==> src/rtl/periph_bus_arbiter.sv <==
// Two-master round-robin arbiter and sequencer for the peripheral bus (address bit 31).
// Optional ACCESS timeout: define PERIPH_ARB_TIMEOUT_EN.
module periph_bus_arbiter #(
   parameter int DATA_W  = 32,
   parameter int TIMEOUT = 16
) (
   input  logic              clk,
   input  logic              rst_n,
   input  logic              m0_req,
   input  logic              m0_rw,
   input  logic [DATA_W-1:0] m0_addr,
   input  logic [DATA_W-1:0] m0_wdata,
   output logic              m0_ack,
   output logic              m0_err,
   input  logic              m1_req,
   input  logic              m1_rw,
   input  logic [DATA_W-1:0] m1_addr,
   input  logic [DATA_W-1:0] m1_wdata,
   output logic              m1_ack,
   output logic              m1_err,
   output logic [DATA_W-1:0] m_rdata,
   output logic              bus_ce,
   output logic              bus_rw,
   output logic [DATA_W-1:0] bus_addr,
   output logic [DATA_W-1:0] bus_wdata,
   input  logic [DATA_W-1:0] bus_rdata,
   input  logic              bus_ready,
   output logic [1:0]        grant
);

   typedef enum logic [1:0] {S_IDLE, S_ACCESS, S_RESP, S_ERR} state_t;

   state_t            r_state;
   state_t            w_next;
   logic              r_last_m1;
   logic [1:0]        r_grant;
   logic              r_bus_rw;
   logic [DATA_W-1:0] r_bus_addr;
   logic [DATA_W-1:0] r_bus_wdata;
   logic [DATA_W-1:0] r_rdata;
   logic              w_any_req;
   logic              w_pick_m1;
   logic              w_addr_ok;
   logic              w_timeout;

   assign w_any_req = m0_req | m1_req;
   // Contention goes to whichever master did not own the previous grant.
   assign w_pick_m1 = m1_req & (~m0_req | ~r_last_m1);
   assign w_addr_ok = r_bus_addr[DATA_W-1];

`ifdef PERIPH_ARB_TIMEOUT_EN
   localparam logic [7:0] CNT_LAST = 8'(TIMEOUT - 1);

   logic [7:0] r_cnt;

   assign w_timeout = (r_cnt == CNT_LAST);

   always_ff @(posedge clk or negedge rst_n) begin
      if (!rst_n) begin
         r_cnt <= '0;
      end else if (r_state == S_ACCESS && w_addr_ok && !bus_ready && !w_timeout) begin
         r_cnt <= r_cnt + 8'd1;
      end else begin
         r_cnt <= '0;
      end
   end
`else
   logic w_unused_timeout;

   assign w_timeout        = 1'b0;
   assign w_unused_timeout = (TIMEOUT == 0);
`endif

   // NOTE: sequential state uses non-blocking assignments so every flop samples pre-edge values.
   always_ff @(posedge clk or negedge rst_n) begin
      if (!rst_n) begin
         r_state <= S_IDLE;
      end else begin
         r_state <= w_next;
      end
   end

   // NOTE: w_next gets a default before the case so no path leaves it unassigned (no latch).
   always_comb begin
      w_next = r_state;
      case (r_state)
         S_IDLE: begin
            if (w_any_req) begin
               w_next = S_ACCESS;
            end
         end
         S_ACCESS: begin
            // A non-peripheral address is rejected here, after latching, without raising bus_ce.
            if (!w_addr_ok) begin
               w_next = S_ERR;
            end else if (bus_ready) begin
               w_next = S_RESP;
            end else if (w_timeout) begin
               w_next = S_ERR;
            end
         end
         S_RESP:  w_next = S_IDLE;
         S_ERR:   w_next = S_IDLE;
         default: w_next = S_IDLE;
      endcase
   end

   always_ff @(posedge clk or negedge rst_n) begin
      if (!rst_n) begin
         r_last_m1   <= 1'b1;
         r_grant     <= 2'b00;
         r_bus_rw    <= 1'b0;
         r_bus_addr  <= '0;
         r_bus_wdata <= '0;
         r_rdata     <= '0;
      end else begin
         case (r_state)
            S_IDLE: begin
               if (w_any_req) begin
                  r_grant     <= w_pick_m1 ? 2'b10 : 2'b01;
                  r_last_m1   <= w_pick_m1;
                  r_bus_rw    <= w_pick_m1 ? m1_rw    : m0_rw;
                  r_bus_addr  <= w_pick_m1 ? m1_addr  : m0_addr;
                  r_bus_wdata <= w_pick_m1 ? m1_wdata : m0_wdata;
               end
            end
            S_ACCESS: begin
               if (w_addr_ok && bus_ready) begin
                  r_rdata <= r_bus_rw ? '0 : bus_rdata;
               end
            end
            S_RESP, S_ERR: begin
               r_grant <= 2'b00;
               r_rdata <= '0;
            end
            default: begin
               r_grant <= 2'b00;
            end
         endcase
      end
   end

   assign bus_ce    = (r_state == S_ACCESS) & w_addr_ok;
   assign bus_rw    = r_bus_rw;
   assign bus_addr  = r_bus_addr;
   assign bus_wdata = r_bus_wdata;
   assign m_rdata   = r_rdata;
   assign grant     = r_grant;
   assign m0_ack    = (r_state == S_RESP) & r_grant[0];
   assign m1_ack    = (r_state == S_RESP) & r_grant[1];
   assign m0_err    = (r_state == S_ERR)  & r_grant[0];
   assign m1_err    = (r_state == S_ERR)  & r_grant[1];

endmodule

==> config.mk <==
export PLATFORM = sky130hd
export DESIGN_NAME = periph_bus_arbiter
export DESIGN_NICKNAME = d
export VERILOG_FILES = /design/src/rtl/periph_bus_arbiter.sv
export SDC_FILE = /design/constraint.sdc
export NUM_CORES = 1
export LEC_CHECK = 0
export CAP_MARGIN = 10
export CORE_AREA = 2 2 105 107
export DETAILED_ROUTE_END_ITERATION = 10
export DIE_AREA = 0 0 107 109
export DONT_BUFFER_PORTS = 1
export SETUP_SLACK_MARGIN = 0.5
export SYNTH_ARGS = -nofsm -noshare
export SYNTH_HDL_FRONTEND = slang
export SYNTH_SLANG_ARGS = --single-unit
==> constraint.sdc <==
create_clock -name clk -period 1.45 [get_ports clk]
set_input_delay 0.29 -clock clk [delete_from_list [all_inputs] [get_ports clk]]
set_output_delay 0.29 -clock clk [all_outputs]
set_load 0.02 [all_outputs]
==> metrics.txt, run 1 <==
outcome finished with violations; failing checks hold timing, setup timing; core area between 10,000 and 15,000 µm²; max-slew violations 0; CP Capture Type flop; die height between 100 and 150 µm; WS Path Type flop to flop; Final nets 510; Worst EP arrival approximately 1800 ps; WL final 13,500 µm; max_cap viols 0; Final Core Density just over 50%; FF-to-FF setup slack -80 ps; Seq cells post-synth roughly 100; Final period util 106%; CP Data Required Time between 1500 and 2000 ps; PD cells 2510 nW/µm²; Tot Pwr 13,800 µW; DP Area 4550 µm²; worst reg-to-reg path cell count 6; Via density between 6 and 7; num rows 38; CP startpoint r_state[0]$_DFFE_PN0P_; clock buffer depth 2; clock sink count 102; Root Buffer clkbuf_8; CTS tree built; ratio of cells with drive above 1 in the final layout around half; CP Max Fanout 5; vias after detailed routing about 3,200; Worst Skew approximately 12 ps; Placement Setup Slack around 30 ps; Worst Max-Slew Pin Slew between 300 and 400 ps; largest net degree at the start of global routing 103; first-pass GRT wire length around 17,000 µm; VDD IR max ~1.0 mV; H-tree depth 3; synthesized area roughly 4300 µm²; Remaining DRCs 0; Layout area overhead 27.6%; hold slack -390 ps; IO Port Bufs 0; Final ANT Viol Nets 0; r2r startpoint r_state[0]$_DFFE_PN0P_; Syn Nets a little under 500; Max Clock Freq between 600 and 700 MHz; Syn Inst Count ~320; register area share after synthesis 59.3%; n_diodes 0; 1st-iter DRT viols ~200; GP Congestion 0.693; initial core utilization between 40% and 50%; Wirelength per Cell 27.7 µm; clock slew at reported path FFs 100 ps; Detailed Routing Iterations Pass 1 5; Die Wd ~110 µm; setup violators final 70; fillers around 910; global route overflow 0; Die ar. around 12,000 µm²; GRT Total Usage slightly below 20%; Detail Placement HPWL about 7400 µm; Setup crit start kind flop; vias in the first global route approximately 3,100; Clock Latency Late Sink around 360 ps; LEAKAGE 0.00226 µW; synth warn 0; Final Hold Vio Count roughly 100; Relative slew margins slightly below 80%; synth unique cells 22; initial antenna violation count 0; minimum clock period after layout between 1500 and 2000 ps; cts bufs inserted 9; RSZ-0062 raised after global routing true; min setup slack post-route -79.9 ps; final instance area 5500 µm²; worst min path class input port to asynchronous set/reset pin; IO Pins approximately 270; r2r endpoint bus_addr[16]$_DFFE_PN0P_; Avg Cell Area, Syn 13.4 µm²
==> state kept, by name, summed over array words and instances (netlist names) <==
name / cells
bus_addr: 32
bus_wdata: 32
m_rdata: 32
grant: 2
r_state: 2
bus_rw: 1
r_last_m1: 1
==> cell type report <==
type | count | area (µm²) | share of cell area (%)
Clock buffer | 10 | 128 | 2.32
Clock inverter | 6 | 67.6 | 1.23
Multi-Input combinational cell | 183 | 1620 | 29.4
Sequential cell | 102 | 2680 | 48.6
Tap cell | 140 | 175 | 3.19
Timing Repair Buffer | 47 | 836 | 15.2
==> Yosys cell counts <==
cell / count / area, µm²
nor2b_1: 1 / 6.26
a21oi_1: 1 / 5.00
a21boi_0: 65 / 488
buf_6: 5 / 56.3
and3b_1: 4 / 35.0
clkbuf_2: 1 / 5.00
nor3b_1: 1 / 7.51
dfstp_2: 1 / 26.3
buf_2: 13 / 65.1
nand2_1: 2 / 7.51
and3_4: 1 / 11.3
a31oi_1: 1 / 6.26
a21o_1: 3 / 22.5
nand2b_1: 1 / 6.26
o21a_1: 1 / 7.51
and3_1: 3 / 18.8
a22o_1: 32 / 280
nor2_2: 1 / 6.26
or2_2: 1 / 6.26
a221o_1: 65 / 651
dfrtp_1: 101 / 2530
clkbuf_1: 17 / 63.8
==> stage by stage <==
stage               setup TNS, ps  std cells
floorplan                    -675        321
global placement                0        438
detailed placement              0        438
CTS                         -3270        471
global route                -8540        488
finish                      -3030        488
==> worst max path at each step <==
stage                                            to  slack (ps)  cells past startpoint
after global routing      bus_wdata[14]$_DFFE_PN0P_        -140                      6
after detailed placement   bus_addr[30]$_DFFE_PN0P_          30                      4
after CTS                                    m1_ack         -80                      2
after global placement     bus_addr[27]$_DFFE_PN0P_          50                      4
after floorplan            bus_addr[21]$_DFFE_PN0P_         -20                      6
final                      bus_addr[16]$_DFFE_PN0P_         -80                      6
==> critical path, cell delays in order, from the launching register on <==
cell and delay [ps]:
dfrtp_2 450, buf_6 130, nor2_4 170, buf_6 170, clkbuf_16 150, a21boi_0 80
a221o_1 270
==> repair_timing <==
item,CTS,global route
gates cloned,7,13
pin swaps,16,15
setup endpoints to repair,206,206
gates resized for setup,101,50
hold endpoints to repair,102,102
setup buffers,10,4
==> report_power, final <==
part | leakage, µW | total, µW | internal (µW) | switching, µW
Sequential | 0.00118 | 6530 | 4250 | 2280
Clock | 0.0000933 | 1810 | 809 | 1000
Combinational | 0.000984 | 5480 | 3250 | 2230
Total | 0.00226 | 13800 | 8310 | 5510
==> per-layer routing <==
layer | vias to the layer above | track usage (%) | routed length, µm
li1 | 1332 | - | -
met1 | 1629 | 23.4 | 5390
met2 | 190 | 34.2 | 6940
met3 | 7 | 5.92 | 1070
met4 | 0 | 5.29 | 132
met5 | - | 0 | 0
==> placed cells by master (no fill, tap or decap), types with 5 or more instances in the layout <==
cell       count
clkbuf_8       9
dfrtp_2       97
a21boi_0      36
a221o_1       65
a21boi_1      28
buf_6         18
buf_16         5
clkbuf_16     10
a22o_1        32
buf_12        10
==> kinds of logic (layout without fill, tap and decap cells) <==
group / after synthesis / in the layout / synth area share (%)
DFF: 102 / 102 / 59.3
AOI/OAI and AO/OA: 168 / 168 / 33.9
buffers and inverters: 36 / 63 / 4.41
and+or+nand+nor: 15 / 15 / 2.44
(Power assumes the default switching activity.)
==> run 2: changes to the inputs <==
PLACE_DENSITY = 0.58   (was not set)
==> run 2 against run 1 <==
  * The run still ends with hold timing, setup timing left
  * Final area down 7.1%
  * Routed wire length is 14% lower
  * Core utilization fell by 3.7 points
  * Cell count decreased by 3.9%
  * Non-clock buffer count fell by 19
  * Count of clock-buffer cells in the layout is 1 lower
  * Combinational power fell by 19%
  * Clock skew is 3.2 ps lower
  * Critical path type unchanged
==> metrics.txt, run 2 (synthesis results as in run 1) <==
outcome finished with violations; failing checks hold timing, setup timing; Relative slew margins 79.7% (+0.91 points); met1 WL 4530 µm (-16%); max-slew violations 0 (unchanged); most frequent cells in the layout dfrtp_2 (101), a221o_1 (65), a21boi_1 (62), a22o_1 (32), buf_12 (10); clock buffer depth 2 (unchanged); ratio of cells with drive above 1 in the final layout 48.3% (-1.7 points); Met3 Wirelength 1030 µm (-4.6%); vias after detailed routing 2,980 (-5.6%); Final nets 491 (-3.7%); Psw 5190 µW (-5.8%); Layout area overhead 18.6%; Die ar. 11,700 µm² (unchanged); num rows 38 (unchanged); commonest non-fill, non-tap cell in the layout dfrtp_2; Multi-input gate area 1610 µm² (-0.31%); GP Congestion 0.719 (+3.7%); core area 10,600 µm² (unchanged); VDD IR max 0.940 mV (-8.3%); CTS tree built; Die Wd 107 µm (unchanged); met2 WL 5870 µm (-15%); WL final 11,700 µm (-14%); min setup slack post-route -74.8 ps (+5.12 ps); clock sink count 102 (unchanged); Clock Latency Late Sink 360 ps (about the same); Final Core Density 48.2% (-3.7 points); placed insts 441 (+0.68%); Top Metal Used met4; WS Path Type flop to flop; RSZ-0062 raised after global routing true; setup violators final 69 (-1.4%); GRT Total Usage 18.5% (-1.0 points); Via density 6.35 (-1.8%); Remaining DRCs 0 (unchanged); first-pass GRT wire length 16,400 µm (-5.4%); Root Buffer clkbuf_8; 1st-iter DRT viols 217 (+6.9%); IO Pins 271 (unchanged); Power Internal 7630 µW (-8.2%); CP Data Required Time 1700 ps (about the same); Final period util 105% (-0.35 points); Final Hold Vio Count 102 (unchanged); Placement Setup Slack 39.2 ps (+8.55 ps); Setup crit start kind flop; global route overflow 0 (unchanged); LEAKAGE 0.00211 µW (-6.7%); Worst Max-Slew Pin Slew 305 ps (-13.6 ps); minimum clock period after layout 1520 ps (-5.12 ps); Max Clock Freq 656 MHz (+0.34%); Sequential cell area 2680 µm² (+0.19%); Final ANT Viol Nets 0 (unchanged); n_diodes 0 (unchanged); Comb power frac 34.7% (-4.9 points); Detailed Routing Iterations Pass 1 4 (-1); Wirelength per Cell 24.9 µm (-10%); H-tree depth 3 (unchanged); Detail Placement HPWL 7480 µm (+0.72%); initial antenna violation count 0 (unchanged); Worst Skew 9.33 ps (-3.15 ps); Worst EP arrival 1770 ps (about the same); CP Capture Type flop; Tot Pwr 12,800 µW (-7.2%); Net Sw Frac 40.5% (+0.62 points); initial core utilization 40.6% (unchanged); share of power burned in registers 50.9% (+3.6 points); IO Port Bufs 0 (unchanged); clock slew at reported path FFs 100 ps (about the same); PD cells 2510 nW/µm² (-0.18%); fin cells 469 (-3.9%); largest net degree at the start of global routing 103 (unchanged); worst min path class input port to asynchronous set/reset pin; die height 109 µm (unchanged); clock power share 14.4% (+1.3 points); max_cap viols 0 (unchanged); cts bufs inserted 9 (unchanged); hold slack -390 ps (-0.0690 ps); fillers 926 (+2.3%); vias in the first global route 2,889 (-7.8%); CP Max Fanout 9 (+4)
run 2: final cells by class:
type	instances	area share [%]
clock inverters	7	1.59
multi-input cells	183	31.6
well taps	140	3.43
flip-flops and latches	102	52.4
clock buffers	9	2.42
repair buffers	28	8.57
run 2: what timing repair did:
| action | 4_1_cts | 5_1_grt |
|---|---|---|
| cloned | 1 | 3 |
| endpoints found under the hold margin | 102 | 102 |
| endpoints found under the setup margin | 206 | 206 |
| setup buffers | 7 | 1 |
| gates resized for setup | 126 | 44 |
| pin swaps | 1 | 2 |
run 2: path summary, 6_finish.rpt:
kind / startpoint / to / slack [ps] / depth (start not counted)
setup reg to reg: r_state[0]$_DFFE_PN0P_ / bus_addr[31]$_DFFE_PN0P_ / -70 / 6
setup / recovery: r_state[0]$_DFFE_PN0P_ / bus_addr[31]$_DFFE_PN0P_ / -70 / 6
hold / removal: rst_n / bus_wdata[24]$_DFFE_PN0P_ / -390 / 0
max in group asynchronous: rst_n / r_last_m1$_DFFE_PN1P_ / 1540 / 0
min in group clk: bus_rdata[22] / m_rdata[22]$_DFFE_PN0P_ / 50 / 1
hold reg to reg: r_last_m1$_DFFE_PN1P_ / r_last_m1$_DFFE_PN1P_ / 520 / 1
run 2: metrics by stage:
stage          TNS, ps  hold WS (ps)  instance area (µm²)
2_1_floorplan     -675         -5.59                 4420
3_3_place_gp         0         -2.93                 4570
3_5_place_dp         0         -3.52                 4570
4_1_cts          -2980          -413                 4970
5_1_grt          -7010          -429                 5110
6_report         -3080          -390                 5110
run 2: layer usage:
| layer | GRT usage, % | vias up |
|---|---|---|
| li1 | - | 1293 |
| met1 | 22.7 | 1502 |
| met2 | 30.1 | 169 |
| met3 | 6.46 | 16 |
| met4 | 7.24 | 0 |
| met5 | 0 | - |
run 2: worst max-delay path, cell delays in order, from the launching register on:
cell and delay, ps:
dfrtp_2 440, buf_4 150, nor2_4 160, buf_8 160
clkbuf_16 160, a21boi_1 60, a221o_1 270
run 2: power by group through the flow:
stage	logic [µW]	registers (µW)	clock network [µW]
after global routing	4800	6660	2070
after CTS	4080	6470	1920
after floorplan	2820	6100	0
final	4450	6530	1850
after global placement	3440	6370	0
after detailed placement	3580	6330	0
